### src/rtl/tx_frame_buffer.sv
// rtl/tx_frame_buffer.sv - store-and-forward transmit frame buffer
//
// Purpose:
//   Holds frame words from the NIC core until the frame's last-flagged word has
//   been written. Only then do its words become visible to the AXI-s transmitter
//   stage. A frame that grows past DEPTH words without a last flag is rewound
//   and dropped. The remaining words of that frame are acknowledged and thrown
//   away until its last word arrives.
//
// Optional feature:
//   TX_FRAME_BUFFER_STATS_EN - adds output drop_count[15:0]. It counts frames
//   that enter DROP and saturates at 0xFFFF.
//
// Ports:
//   clk             - single clock, rising edge
//   resetn          - asynchronous active-low reset
//   write_pipe_data - {last, data[N-1:0], keep[S-1:0]} from the NIC core
//   write_pipe_req  - producer offers write_pipe_data
//   write_pipe_ack  - word accepted (transfer when req & ack)
//   read_pipe_data  - head word toward the transmitter
//   read_pipe_req   - downstream requests a word
//   read_pipe_ack   - read_pipe_data valid and consumed this cycle
//   drop_count      - (STATS_EN only) saturating dropped-frame counter

module tx_frame_buffer #(
    parameter int N  = 64,
    parameter int S  = N / 8,
    parameter int D  = N + S + 1,
    parameter int AW = 6
) (
`ifdef TX_FRAME_BUFFER_STATS_EN
    output logic [15:0]  drop_count,
`endif
    input  logic         clk,
    input  logic         resetn,
    input  logic [D-1:0] write_pipe_data,
    input  logic         write_pipe_req,
    output logic         write_pipe_ack,
    output logic [D-1:0] read_pipe_data,
    input  logic         read_pipe_req,
    output logic         read_pipe_ack
);

    localparam int DEPTH = 1 << AW;
    localparam logic [AW:0] DEPTH_P = {1'b1, {AW{1'b0}}};

    typedef enum logic {
        ACCEPT = 1'b0,
        DROP   = 1'b1
    } state_t;

    logic [D-1:0] r_mem [DEPTH];

    state_t      r_state;
    logic [AW:0] r_wr_ptr;
    logic [AW:0] r_rd_ptr;
    logic [AW:0] r_commit_ptr;
    logic [AW:0] r_frame_cnt;
    logic [AW:0] r_cur_len;

    logic        w_full;
    logic        w_wr_fire;
    logic        w_wr_last;
    logic        w_commit;
    logic        w_rd_last;
    logic        w_overflow;
    logic [AW:0] w_wr_ptr_inc;
    logic [AW:0] w_cur_len_inc;

    // Pointers are one bit wider than the address. The difference therefore
    // distinguishes full (DEPTH) from empty (0).
    assign w_full        = (r_wr_ptr - r_rd_ptr) == DEPTH_P;
    assign w_wr_ptr_inc  = r_wr_ptr + 1'b1;
    assign w_cur_len_inc = r_cur_len + 1'b1;

    // In DROP every offered word is swallowed. Words do not occupy storage
    // there, so fullness is irrelevant. The resetn gate keeps the producer
    // from seeing an ack while reset is held.
    always_comb begin
        write_pipe_ack = 1'b0;
        if (resetn) begin
            if (r_state == DROP) begin
                write_pipe_ack = write_pipe_req;
            end else begin
                write_pipe_ack = write_pipe_req & ~w_full;
            end
        end
    end

    assign read_pipe_data = r_mem[r_rd_ptr[AW-1:0]];
    assign read_pipe_ack  = read_pipe_req & (r_frame_cnt != '0);

    assign w_wr_fire  = write_pipe_req & write_pipe_ack;
    assign w_wr_last  = write_pipe_data[D-1];
    assign w_rd_last  = read_pipe_ack & read_pipe_data[D-1];
    assign w_commit   = (r_state == ACCEPT) & w_wr_fire & w_wr_last;
    assign w_overflow = (r_state == ACCEPT) & w_wr_fire & ~w_wr_last &
                        (w_cur_len_inc == DEPTH_P);

    // Storage is not reset. The word that overflows a frame is written too,
    // which is harmless because wr_ptr rewinds over it.
    always_ff @(posedge clk) begin
        if ((r_state == ACCEPT) && w_wr_fire) begin
            r_mem[r_wr_ptr[AW-1:0]] <= write_pipe_data;
        end
    end

`ifdef TX_FRAME_BUFFER_STATS_EN
    logic [15:0] r_drop_count;
    assign drop_count = r_drop_count;
`endif

    always_ff @(posedge clk or negedge resetn) begin
        if (!resetn) begin
            r_state      <= ACCEPT;
            r_wr_ptr     <= '0;
            r_rd_ptr     <= '0;
            r_commit_ptr <= '0;
            r_frame_cnt  <= '0;
            r_cur_len    <= '0;
`ifdef TX_FRAME_BUFFER_STATS_EN
            r_drop_count <= '0;
`endif
        end else begin
            if (read_pipe_ack) begin
                r_rd_ptr <= r_rd_ptr + 1'b1;
            end

            // A commit and a last-word read in the same cycle cancel out.
            case ({w_commit, w_rd_last})
                2'b10:   r_frame_cnt <= r_frame_cnt + 1'b1;
                2'b01:   r_frame_cnt <= r_frame_cnt - 1'b1;
                default: r_frame_cnt <= r_frame_cnt;
            endcase

            case (r_state)
                ACCEPT: begin
                    if (w_wr_fire) begin
                        if (w_wr_last) begin
                            r_wr_ptr     <= w_wr_ptr_inc;
                            r_commit_ptr <= w_wr_ptr_inc;
                            r_cur_len    <= '0;
                        end else if (w_overflow) begin
                            // Rewind over the partial frame. This frees the
                            // space it held.
                            r_wr_ptr  <= r_commit_ptr;
                            r_cur_len <= '0;
                            r_state   <= DROP;
`ifdef TX_FRAME_BUFFER_STATS_EN
                            if (r_drop_count != 16'hFFFF) begin
                                r_drop_count <= r_drop_count + 16'd1;
                            end
`endif
                        end else begin
                            r_wr_ptr  <= w_wr_ptr_inc;
                            r_cur_len <= w_cur_len_inc;
                        end
                    end
                end
                DROP: begin
                    if (w_wr_fire && w_wr_last) begin
                        r_state <= ACCEPT;
                    end
                end
                default: r_state <= ACCEPT;
            endcase
        end
    end

endmodule

### config.mk
export PLATFORM = sky130hd
export DESIGN_NAME = tx_frame_buffer
export DESIGN_NICKNAME = d
export VERILOG_FILES = /design/src/rtl/tx_frame_buffer.sv
export SDC_FILE = /design/constraint.sdc
export NUM_CORES = 2
export LEC_CHECK = 0
export ABC_AREA = 0
export BUFFER_PORTS_ARGS = -buffer_cell sky130_fd_sc_hd__buf_2
export CORE_MARGIN = 2
export CORE_UTILIZATION = 50
export CTS_BUF_LIST = sky130_fd_sc_hd__clkbuf_16
export CTS_CLUSTER_DIAMETER = 30
export DETAILED_ROUTE_END_ITERATION = 10
export GPL_ROUTABILITY_DRIVEN = 0
export PLACE_DENSITY_LB_ADDON = 0.15
export SYNTH_ARGS = -nofsm -noshare
export SYNTH_HDL_FRONTEND = slang
export SYNTH_MEMORY_MAX_BITS = 65536
export SYNTH_SLANG_ARGS = --single-unit
### constraint.sdc
create_clock -name clk -period 15.55 [get_ports clk]
set_input_delay 3.11 -clock clk [delete_from_list [all_inputs] [get_ports clk]]
set_output_delay 3.11 -clock clk [all_outputs]
set_load 0.02 [all_outputs]
==> out/metrics.csv <==
stage,metric,value,unit
status,status,"finished, final reports clean",
power,sw frac,0.3051,
floorplan,number of placed I/O pins,152,
synthesis,Yosys top cell by area,edfxtp_1,
detailed_routing,via count,94709,
sta,RSZ-0062 raised after global routing,false,
sta,Period minus WS final,9.434,ns
cts,"CTS clk-pin slew, worst paths",0.05,ns
sta,endpoints failing hold,0,
grt,vias in the first global route,96108,
power,Seq pwr share,0.327,
synthesis,Syn Nets,8495,
power,pwr dens,201.9,nW/µm²
detailed_routing,WL/cell,36.85,µm
power,Leakage,0.07149,µW
synthesis,"Seq/Total Area, Yosys",0.7816,
detailed_routing,DRC,0,
critical_path,Crit Path Class,flop to output pin,
synthesis,post-synthesis cell count,8401,
cts,clock latency on the worst-skew pair,1.09,ns
critical_path,crit path to,read_pipe_data[16],
run,max-cap viol count,0,
detailed_routing,1st-pass router iterations,6,
place,HPWL Detailed,252.1,mm
power,Worst VDD drop,0.0001585,V
floorplan,Die Width,605.1,µm
synthesis,Synth Register Bits,4708,
floorplan,Row Count,220,
synthesis,synth unique cells,65,
synthesis,Synth Warn #,0,
sta,Worst slew margin,0.1633,
critical_path,startpoint types,flop,
sta,worst slew pin tran,1.255,ns
sta,share of the clock period used by the worst path,0.6067,
cts,Hold Buf Count CTS,0,
synthesis,top-count cell post-synth,edfxtp_1,
critical_path,required time worst endpoint,12.44,ns
sta,"Slew Viols, Final",0,
critical_path,highest-delay cell along the critical path,dfrtp_4,
grt,first-pass GRT wire length,748.7,mm
critical_path,"Buf+Inv Stages, Crit Path",4,
cts,Num CTS Buffers,863,
critical_path,Worst R2R Start,r_rd_ptr[2]$_DFFE_PN0P_,
critical_path,register-to-register setup slack,8.50,ns
power,clock network power share,0.432,
grt,all-layer global routing usage,0.2956,
cts,clk sinks,4708,
sta,Final TNS setup,0,ns
detailed_routing,Vias/cell,6.436,
floorplan,Initial Util,0.5025,
floorplan,Core Area,359500,µm²
critical_path,Crit Path Max Fanout,57,
cts,CTS resizes,0,
cells_and_area,nets,9266,
sta,fmax,106.0,MHz
sta,Layout Skew,0.05207,ns
critical_path,Setup crit end kind,output pin,
cts,maximum clock insertion buffer count,4,
critical_path,Worst path depth,9,
cts,H-tree depth,6,
critical_path,Top Family by Delay on Critical Path,buffers and inverters,
detailed_routing,DR iter-0 viols,13713,
power,switching power,13420,µW
synthesis,Synth async-reset ratio,0.007647,
sta,"Setup violations, final",0,
cts,root buffer cell,clkbuf_16,
critical_path,Setup crit start,r_rd_ptr[1]$_DFFE_PN0P_,
power,cell-internal power,30570,µW
critical_path,reg2reg path depth,14,
grt,antenna violations before repair,43,
critical_path,critical path's most frequent cell,buf_4,
floorplan,Die ar.,366100,µm²
grt,largest net degree at the start of global routing,102,
cts,CTS tree,built,
synthesis,Synth top area share,0.7766,
floorplan,die height,605.1,µm
grt,grt total ovfl,0,
cts,Post-CTS Repair Setup Buffers,0,
sta,Fin Hold WS,0.4815,ns
synthesis,Syn Std Cell Area,180700,µm²
cells_and_area,share of cells above drive strength 1,0.3006,
cells_and_area,Area growth syn-to-layout,20.63,%
critical_path,crit path DAT,6.32,ns
critical_path,Worst R2R End,r_mem[1][22]$_DFFE_PP_,
critical_path,critical-path cell list,buf_4 > buf_4 > buf_4 > mux4_2 > mux2i_1 > o21ai_0 > o21ai_0 > nand2_1 > buf_2,
detailed_routing,ANT nets after route,0,
synthesis,ys flop type,edfxtp_1,
synthesis,number of synthesized flops with an enable pin,4672,
worst_hold_path,worst min-delay path class,flop to flop,
place,PortBufs,151,
power,combinational share of power,0.241,
synthesis,Post-synth top cells,"edfxtp_1 (4,672), mux4_2 (1,056), nand2_1 (609), mux2i_1 (355), clkbuf_1 (235)",
synthesis,Synth area leaders,"edfxtp_1 (78%), mux4_2 (13%), mux2i_1 (2.0%)",
detailed_routing,final WL,542.3,mm
critical_path,CP max stage delay,0.83,ns
synthesis,Post-Syn Area per Cell,21.50,µm²
==> worst min path at each step <==
stage | from | end | slack, ns | cells after the start
6_report | r_frame_cnt[6]$_DFFE_PN0P_ | r_frame_cnt[6]$_DFFE_PN0P_ | 0.48 | 1
3_5_place_dp | r_frame_cnt[6]$_DFFE_PN0P_ | r_frame_cnt[6]$_DFFE_PN0P_ | 0.47 | 1
4_1_cts | r_frame_cnt[6]$_DFFE_PN0P_ | r_frame_cnt[6]$_DFFE_PN0P_ | 0.48 | 1
3_3_place_gp | r_frame_cnt[6]$_DFFE_PN0P_ | r_frame_cnt[6]$_DFFE_PN0P_ | 0.46 | 1
2_1_floorplan | r_frame_cnt[6]$_DFFE_PN0P_ | r_frame_cnt[6]$_DFFE_PN0P_ | 0.44 | 1
5_1_grt | r_frame_cnt[6]$_DFFE_PN0P_ | r_frame_cnt[6]$_DFFE_PN0P_ | 0.50 | 1
==> sequential cells by signal (all words and copies together) (netlist names) <==
signal and count:
r_wr_ptr 7, r_cur_len 7, r_commit_ptr 7, r_rd_ptr 7, r_mem 4672, r_frame_cnt 7
r_state 1
==> layout make-up <==
class	instances	area [µm²]
antenna	14	35.03
clock buffer	869	21750
clock inverter	752	8374
fill	25156	141600
inverter	21	102.6
multi-input combinational	3186	37430
sequential	4708	141200
tap	4773	5972
timing repair buffer	392	3040
==> stage by stage <==
stage	utilization	area, µm²	power, µW	std cells	setup WS, ns
after global placement	0.5223	187800	25210	13080	7.152
final	0.6062	217900	43990	14715	6.116
after CTS	0.6061	217900	44190	14701	6.010
after detailed placement	0.5223	187800	25260	13080	7.162
after floorplan	-	180700	21490	8401	6.245
after global routing	0.6061	217900	45290	14705	5.948
==> per-layer routing <==
metal / share of wire / global-route usage
met5: 0.00017 / 0
met4: 0.036 / 0.1053
met3: 0.092 / 0.05061
met2: 0.50 / 0.4932
met1: 0.37 / 0.3954
==> kinds of logic (layout without fill, tap and decap cells) <==
family          Yosys count  in the layout  share of synthesized area
buf+inv                 507           2034                    0.01367
simple gates           1022           1022                    0.02437
mux                    1418           1418                     0.1519
other cells               0             14                          0
compound gates          712            712                    0.02645
flops                  4708           4708                     0.7816
fa+ha+maj                17             17                   0.001219
xor+xnor                 17             17                  0.0008242
==> power by group through the flow <==
stage                     Clock [µW]  Combinational (µW)  Sequential [µW]
final                          19000               10600            14400
after global routing           19800               11100            14400
after CTS                      19100               10700            14400
after detailed placement           0               10600            14600
after global placement             0               10600            14600
after floorplan                    0                6960            14500
==> placed cells by master (no fill, tap or decap), types with 116 or more instances in the layout <==
master / netlist / final
edfxtp_1: 4672 / 4672
mux4_2: 1056 / 1056
clkbuf_16: 0 / 869
nand2_1: 609 / 606
mux2i_1: 355 / 355
nand3_1: 230 / 230
buf_4: 75 / 203
a22oi_1: 169 / 169
a21oi_1: 167 / 167
buf_2: 95 / 151
bufinv_16: 0 / 126
clkinv_2: 0 / 125
clkinv_1: 3 / 116
(Power assumes the default switching activity.)
